[config.mk]
export PLATFORM = sky130hd
export DESIGN_NAME = div_n
export DESIGN_NICKNAME = d
export VERILOG_FILES = /design/src/rtl/div_n.sv
export SDC_FILE = /design/constraint.sdc
export NUM_CORES = 1
export LEC_CHECK = 0
export CORE_MARGIN = 2
export CORE_UTILIZATION = 55
export CTS_CLUSTER_DIAMETER = 150
export CTS_CLUSTER_SIZE = 10
export DETAILED_ROUTE_END_ITERATION = 10
export PLACE_DENSITY = 0.88
export SYNTH_ARGS = -nofsm -noshare
export SYNTH_HDL_FRONTEND = slang
export SYNTH_SLANG_ARGS = --single-unit
[constraint.sdc]
create_clock -name pre_div -period 3.3 [get_ports pre_div]
set_input_delay 0.495 -clock pre_div [delete_from_list [all_inputs] [get_ports pre_div]]
set_output_delay 0.495 -clock pre_div [all_outputs]
set_load 0.1 [all_outputs]
[src/rtl/div_n.sv]
// div_n: programmable clock divider, ratio N and high-count H per period; optional duty input under `DIV_DUTY_EN.
// Latency: outputs registered, 1 pre_div edge after the enabled edge; new ratio takes effect only at a period wrap.
// Backpressure: none; en=0 freezes the phase and a load still lands in the pending register.
module div_n #(
  parameter int WIDTH         = 8,
  parameter int DEFAULT_RATIO = 2
) (
  input  logic             pre_div,
  input  logic             rst,
  input  logic             en,
  input  logic             load,
  input  logic [WIDTH-1:0] div_ratio,
`ifdef DIV_DUTY_EN
  input  logic [WIDTH-1:0] duty_hi,
`endif
  output logic             div_out,
  output logic             tick,
  output logic             upd_ack,
  output logic [WIDTH-1:0] cur_ratio
);

  localparam logic [WIDTH-1:0] RST_RATIO = WIDTH'(DEFAULT_RATIO);
  localparam logic [WIDTH-1:0] RST_DUTY  = WIDTH'(DEFAULT_RATIO / 2);
  localparam logic [WIDTH-1:0] MIN_RATIO = WIDTH'(2);

  logic [WIDTH-1:0] ph;
  logic [WIDTH-1:0] ratio;
  logic [WIDTH-1:0] duty;
  logic [WIDTH-1:0] pend_ratio;
  logic [WIDTH-1:0] pend_duty;
  logic             pend_valid;

  logic             ph_last;
  logic [WIDTH-1:0] ph_next;
  logic [WIDTH-1:0] low_cnt;
  logic             apply;
  logic [WIDTH-1:0] ld_ratio;
  logic [WIDTH-1:0] ld_duty;

  always_comb begin
    ph_last  = (ph == ratio - WIDTH'(1));
    ph_next  = ph_last ? '0 : ph + WIDTH'(1);
    low_cnt  = ratio - duty;
    // pend_valid is the pre-edge value, so a load on the wrap edge waits a period
    apply    = en && ph_last && pend_valid;
    ld_ratio = (div_ratio < MIN_RATIO) ? MIN_RATIO : div_ratio;
`ifdef DIV_DUTY_EN
    if (duty_hi == '0)
      ld_duty = WIDTH'(1);
    else if (duty_hi >= ld_ratio)
      ld_duty = ld_ratio - WIDTH'(1);
    else
      ld_duty = duty_hi;
`else
    ld_duty  = ld_ratio >> 1;
`endif
  end

  always_ff @(posedge pre_div) begin
    if (rst) begin
      ph         <= '0;
      div_out    <= 1'b0;
      tick       <= 1'b0;
      upd_ack    <= 1'b0;
      ratio      <= RST_RATIO;
      duty       <= RST_DUTY;
      pend_ratio <= RST_RATIO;
      pend_duty  <= RST_DUTY;
      pend_valid <= 1'b0;
    end else begin
      upd_ack <= apply;
      tick    <= en && ph_last;
      if (en) begin
        ph      <= ph_next;
        div_out <= (ph_next >= low_cnt);
      end
      if (apply) begin
        ratio <= pend_ratio;
        duty  <= pend_duty;
      end
      if (load) begin
        pend_ratio <= ld_ratio;
        pend_duty  <= ld_duty;
        pend_valid <= 1'b1;
      end else if (apply) begin
        pend_valid <= 1'b0;
      end
    end
  end

  assign cur_ratio = ratio;

endmodule

# After elaboration in Yosys (flattened, before gate mapping)
# Index checks and enable logic that the tools add are counted.
[word_totals]
ff_bits = 42
input_bits = 12
output_inout_bits = 11
word_cells = 22
[classes]
n_addsub = 3
magnitude_cmp = 2
eq_ne = 1
n_mux = 4
reduce_logical = 3
[ops]
columns = ["op", "n"]
rows = [
  ["$mux W8", 2],
  ["$add A8 B1 Y8 const B", 1],
  ["$eq A8 B8 Y1", 1],
  ["$ge A8 B8 Y1", 1],
  ["$lt A8 B2 Y1 const B", 1],
  ["$sub A8 B1 Y8 const B", 1],
  ["$sub A8 B7 Y8", 1],
  ["$logic_and A1 B1 Y1", 2],
  ["$mux W1", 2],
  ["$reduce_bool A2 Y1", 1],
]

# Logic depth before layout (Yosys ltp)
[logic_depth]
depth_word = 6
depth_mapped = 16
mapped_depth_nobuf = 16

# Worst setup path before layout
# No wires, ideal clock.
[synth_timing]
kind = "register to register"
start = "register ratio[2], in the netlist cur_ratio[2]"
end = "register div_out"
setup_ps = 120
arrival_time_ps = 3522
t_required_ps = 3180
setup_slack_ps = -341
stages_incl_launch_ff = 15
n_path_buf = 1
synth_period_minus_slack_ps = 3641
path_cell_list = "dfxtp_1 -> inv_1 -> ha_1 -> or4b_1 -> o311ai_1 -> and4_4 -> buf_6 -> or2_2 -> ha_1 -> nand2b_1 -> a21oi_1 -> nor2b_1 -> o21ai_0 -> a21oi_1 -> o31a_1"
[synth_via]
elab_chain_len = 4
word_cells_on_any_way = 5
classes_between = "add/sub: 2; order compare: 1; eq/ne: 1; mux: 1"
[synth_rtl]
columns = ["element", "line_no", "source"]
rows = [
  ["start: declaration", "27", "logic [WIDTH-1:0] ratio;"],
  ["start signal: assignment", "78", "ratio <= pend_ratio;"],
  ["$sub A8 B1 Y8", "41", "ph_last = (ph == ratio - WIDTH'(1));"],
  ["$eq A8 B8 Y1", "41", ""],
  ["$mux W8", "42", "ph_next = ph_last ? '0 : ph + WIDTH'(1);"],
  ["$ge A8 B8 Y1 *", "75", "div_out <= (ph_next >= low_cnt);"],
  ["end signal: assignment", "75", ""],
  ["end: declaration", "16", "output logic div_out,"],
]
# Every way passes the cells marked *; elsewhere a longest branch is shown, timed or not.
# A chain may end at the register's enable or synchronous reset.

# Worst setup path after layout
# Same ends and word-level chain as after synthesis.

==> summary.txt <==
Status
  – Status: complete, no violations

Pwr
  – Internal Power: 0.541 mW
  – Maximum vdd ir drop: 244 uV
  – Logic pwr share: 24.8%
  – Sw frac: 30.3%
  – Switching power total: 0.236 mW
  – Leak Pwr: 0.962 nW
  – Sequential Power Share: 46.9%
  – Clock network power share: 28.2%
  – PwrDens: 331 mW/mm^2

Yosys
  – Share of synthesized area spent on multiplexers: 4.00%
  – Fraction of registers with async set/reset: 0%
  – Leading area contributor after synthesis: sky130_fd_sc_hd__dfxtp_1
  – Yosys warns: 0
  – Syn Area/Cell: 8.48 um^2
  – Share of synthesized cell area in full adder, half adder and majority cells: 15.7%
  – Post-synthesis share of cell area spent on xor and xnor gates: 9.41%
  – Count of unique library cells instantiated by Yosys: 47
  – Post-Syn Instances: 240
  – Sequential-to-total area share from yosys stat: 27.6%
  – Synth Register Bits: 28
  – EDFF count, synth: 0
  – Area contributors post-synth: sky130_fd_sc_hd__dfxtp_1, sky130_fd_sc_hd__ha_1, sky130_fd_sc_hd__nor2_1
  – Share of the synthesized area in compound gates (AO/OA/AOI/OAI): 13.2%
  – Share of synthesized cell area in and, or, nand and nor gates: 22.4%
  – Synthesized netlist net count: 277
  – Predominant post-synthesis flop cell: sky130_fd_sc_hd__dfxtp_1
  – Top-area cell type share of the netlist area: 27.6%
  – Synthesized area: 0.00203 mm^2
  – Combinational family with the most area after synthesis: simple AND/OR/NAND/NOR gates

Hold path
  – Number of cells on the worst hold path: 2
  – Type of the worst min-delay path: flop to flop

Timing
  – Fin Setup TNS: 0 ns
  – Setup repair after global routing missed its margin: false
  – Fin. max-slew vios: 0
  – Largest clock skew in the final design: 0.00670 ns
  – Post-route fraction of the period consumed by the critical path: 93.1%
  – Transition time of the tightest slew-check pin: 0.975 ns
  – Fin crit period: 3.07 ns
  – Number of setup violations in the final report: 0
  – Peak Freq: 326 MHz
  – Worst relative slew slack: 34.8%
  – Number of endpoints with negative hold slack in the final report: 0
  – Post-route setup slack: 0.229 ns

GRT
  – Gr ovfl total: 0
  – Number of global-route vias before repair: 1,576
  – Largest net degree at the start of global routing: 36
  – Wire length of the first global-routing pass: 7.31 mm
  – Global-route usage over all layers: 22.4%
  – Antenna violations before repair: 0

Layout
  – Inserted Diodes: 0
  – Cell area after layout: 0.00235 mm^2
  – Filler Cells Inserted: 289
  – Total number of nets in the final design: 295
  – Layout cells sized above 1: 9.73%
  – Post-synthesis to final-layout area growth: 15.3%

Clock network
  – Root buffer cell: sky130_fd_sc_hd__clkbuf_8
  – H-tree levels: 1
  – Maximum root-to-sink buffer count: 2
  – Hold-fix buffer count after cts: 0
  – Clock tree from TritonCTS: done
  – TritonCTS Buffers: 3
  – Clock transition at the registers of the reported paths: 0.10 ns
  – Clock Latency Late Sink: 0.28 ns
  – Total clock sinks: 28

Worst setup path
  – Required time of the critical path: 3.47 ns
  – Register-to-register path setup slack: 0.23 ns
  – Kind of start point of the critical path: flop
  – Endpoint class of the critical path: flop
  – Worst r2r path cells: 14
  – Worst-path fanout max: 6
  – Category of the most critical setup path: flop to flop
  – CP arrival: 3.24 ns

Die
  – Number of cell rows: 22
  – Die area: 0.00420 mm^2
  – Height of the die: 64.8 um
  – Initial standard-cell utilization of the core: 56.4%
  – Core box area: 0.00361 mm^2
  – Count of pins on the block boundary: 23
  – Die span in x: 64.8 um

Routing
  – Antenna viol nets, final: 0
  – Iteration count of the initial detailed-routing pass: 4
  – Vias after detailed routing: 1,739
  – Routed length per instance: 14.6 um
  – Iter 0 DRT Violations: 126
  – WL final: 4.44 mm
  – Detail-routed via count per cell: 5.70
  – Total DRC errors in the routed layout: 0

Place
  – Placed wire-length estimate after detailed placement: 3.23 mm
  – Placed cell area: 0.00225 mm^2
  – Port Buf Inserts: 22
  – Worst Setup Slack post-DPL: 0.245 ns
  – Routability congestion estimate from global placement: 0.905

Flow run
  – Count of max-cap constraint violations: 0
## worst paths after layout
kind                                    from                    endpoint
hold / removal    pend_ratio[6]$_SDFFE_PP0P_  pend_ratio[6]$_SDFFE_PP0P_
hold reg to reg   pend_ratio[6]$_SDFFE_PP0P_  pend_ratio[6]$_SDFFE_PP0P_
setup / recovery   cur_ratio[2]$_SDFFE_PP0P_        div_out$_SDFFE_PP0P_
setup reg to reg   cur_ratio[2]$_SDFFE_PP0P_        div_out$_SDFFE_PP0P_
## placed cells by master, fill, tap and decap left out, drive strengths merged, types with 2 or more instances in the layout
cell type | netlist | final
nand3b | 2 | 2
nor3b | 2 | 2
ha | 24 | 24
nand2b | 6 | 6
a21oi | 9 | 9
and4 | 1 | 2
o31ai | 8 | 8
inv | 17 | 17
nor4 | 6 | 6
a21boi | 2 | 2
xnor2 | 11 | 11
nand2 | 4 | 4
clkbuf | 10 | 4
clkdlybuf4s50 | 0 | 22
a31oi | 2 | 2
nand4 | 8 | 8
nor2 | 29 | 29
o22ai | 2 | 2
dfxtp | 28 | 28
nand3 | 5 | 5
o21ai | 9 | 9
mux2i | 7 | 7
xor2 | 10 | 10
nor2b | 8 | 8
buf | 6 | 6
and3 | 8 | 8
## cell families after synthesis
logic type                 count (synthesis)
xor gates and xnor gates                  21
buffers and inverters                     33
DFF                                       28
adders and majority gates                 25
AOI/OAI and AO/OA                         41
muxes                                      8
and+or+nand+nor                           84
## synthesized netlist by cell type (all sizes together), types with 2 or more instances
cell type / number
nor3b: 2
nand4: 8
a21oi: 9
nand3: 5
ha: 24
and3: 8
o22ai: 2
o31ai: 8
nand2: 4
clkbuf: 10
xor2: 10
o21ai: 9
xnor2: 11
nand2b: 6
buf: 6
nor4: 6
inv: 17
a31oi: 2
mux2i: 7
dfxtp: 28
nor2b: 8
a21boi: 2
nor2: 29
nand3b: 2
## sequential cells by signal, summed over array words and instances, names as in the netlist
| name | flops |
|---|---|
| tick | 1 |
| cur_ratio | 8 |
| ph | 8 |
| pend_valid | 1 |
| upd_ack | 1 |
| pend_ratio | 8 |
| div_out | 1 |
## worst max-delay path, cell delays in order, from the launching register on
cell,delay (ns)
sky130_fd_sc_hd__dfxtp_2,0.37
sky130_fd_sc_hd__inv_1,0.12
sky130_fd_sc_hd__ha_1,0.25
sky130_fd_sc_hd__nand2b_1,0.14
sky130_fd_sc_hd__mux2_2,0.27
sky130_fd_sc_hd__a21oi_1,0.29
sky130_fd_sc_hd__and4_4,0.32
sky130_fd_sc_hd__or2_2,0.12
sky130_fd_sc_hd__ha_1,0.22
sky130_fd_sc_hd__nand2b_1,0.14
sky130_fd_sc_hd__a21oi_1,0.16
sky130_fd_sc_hd__nor2b_1,0.06
sky130_fd_sc_hd__o21ai_0,0.16
sky130_fd_sc_hd__a21oi_1,0.09
sky130_fd_sc_hd__o31a_1,0.24
## metrics by stage
step	hold slack (ns)	total power [mW]	util, %	cells
6_report	0.495	0.777	65.1	305
4_1_cts	0.503	0.764	63.8	300
3_3_place_gp	0.464	0.541	62.3	296
5_1_grt	0.537	0.810	65.1	305
3_5_place_dp	0.480	0.547	62.3	296
2_1_floorplan	0.436	0.506	-	240
## cell type report
cell class | count | area (um^2) | area share (%)
Multi-Input combinational cell | 180 | 1330 | 56.8
Sequential cell | 28 | 569 | 24.3
Timing Repair Buffer | 28 | 265 | 11.3
Inverter | 17 | 63.8 | 2.72
Tap cell | 48 | 60.1 | 2.56
Clock buffer | 4 | 55.1 | 2.35
## power groups by stage
stage	Combinational, mW	Sequential, mW	Clock [mW]
after floorplan	0.111	0.396	0
after global placement	0.170	0.371	0
after detailed placement	0.175	0.372	0
after CTS	0.176	0.364	0.224
after global routing	0.210	0.367	0.233
final	0.193	0.364	0.219
## routing by layer
metal | vias up | GRT usage, % | part of all wire [%]
met5 | - | 0 | 0
met4 | 0 | 9.31 | 1.7
met3 | 7 | 3.47 | 4.2
met2 | 40 | 36.5 | 48
met1 | 813 | 29.5 | 46
li1 | 879 | - | -
## timing repair
item / CTS / global route
setup endpoints to repair: 0 / 1
gates resized for setup: 0 / 1
setup buffers: 0 / 4
Note: power is estimated with default switching activity, not from simulation.
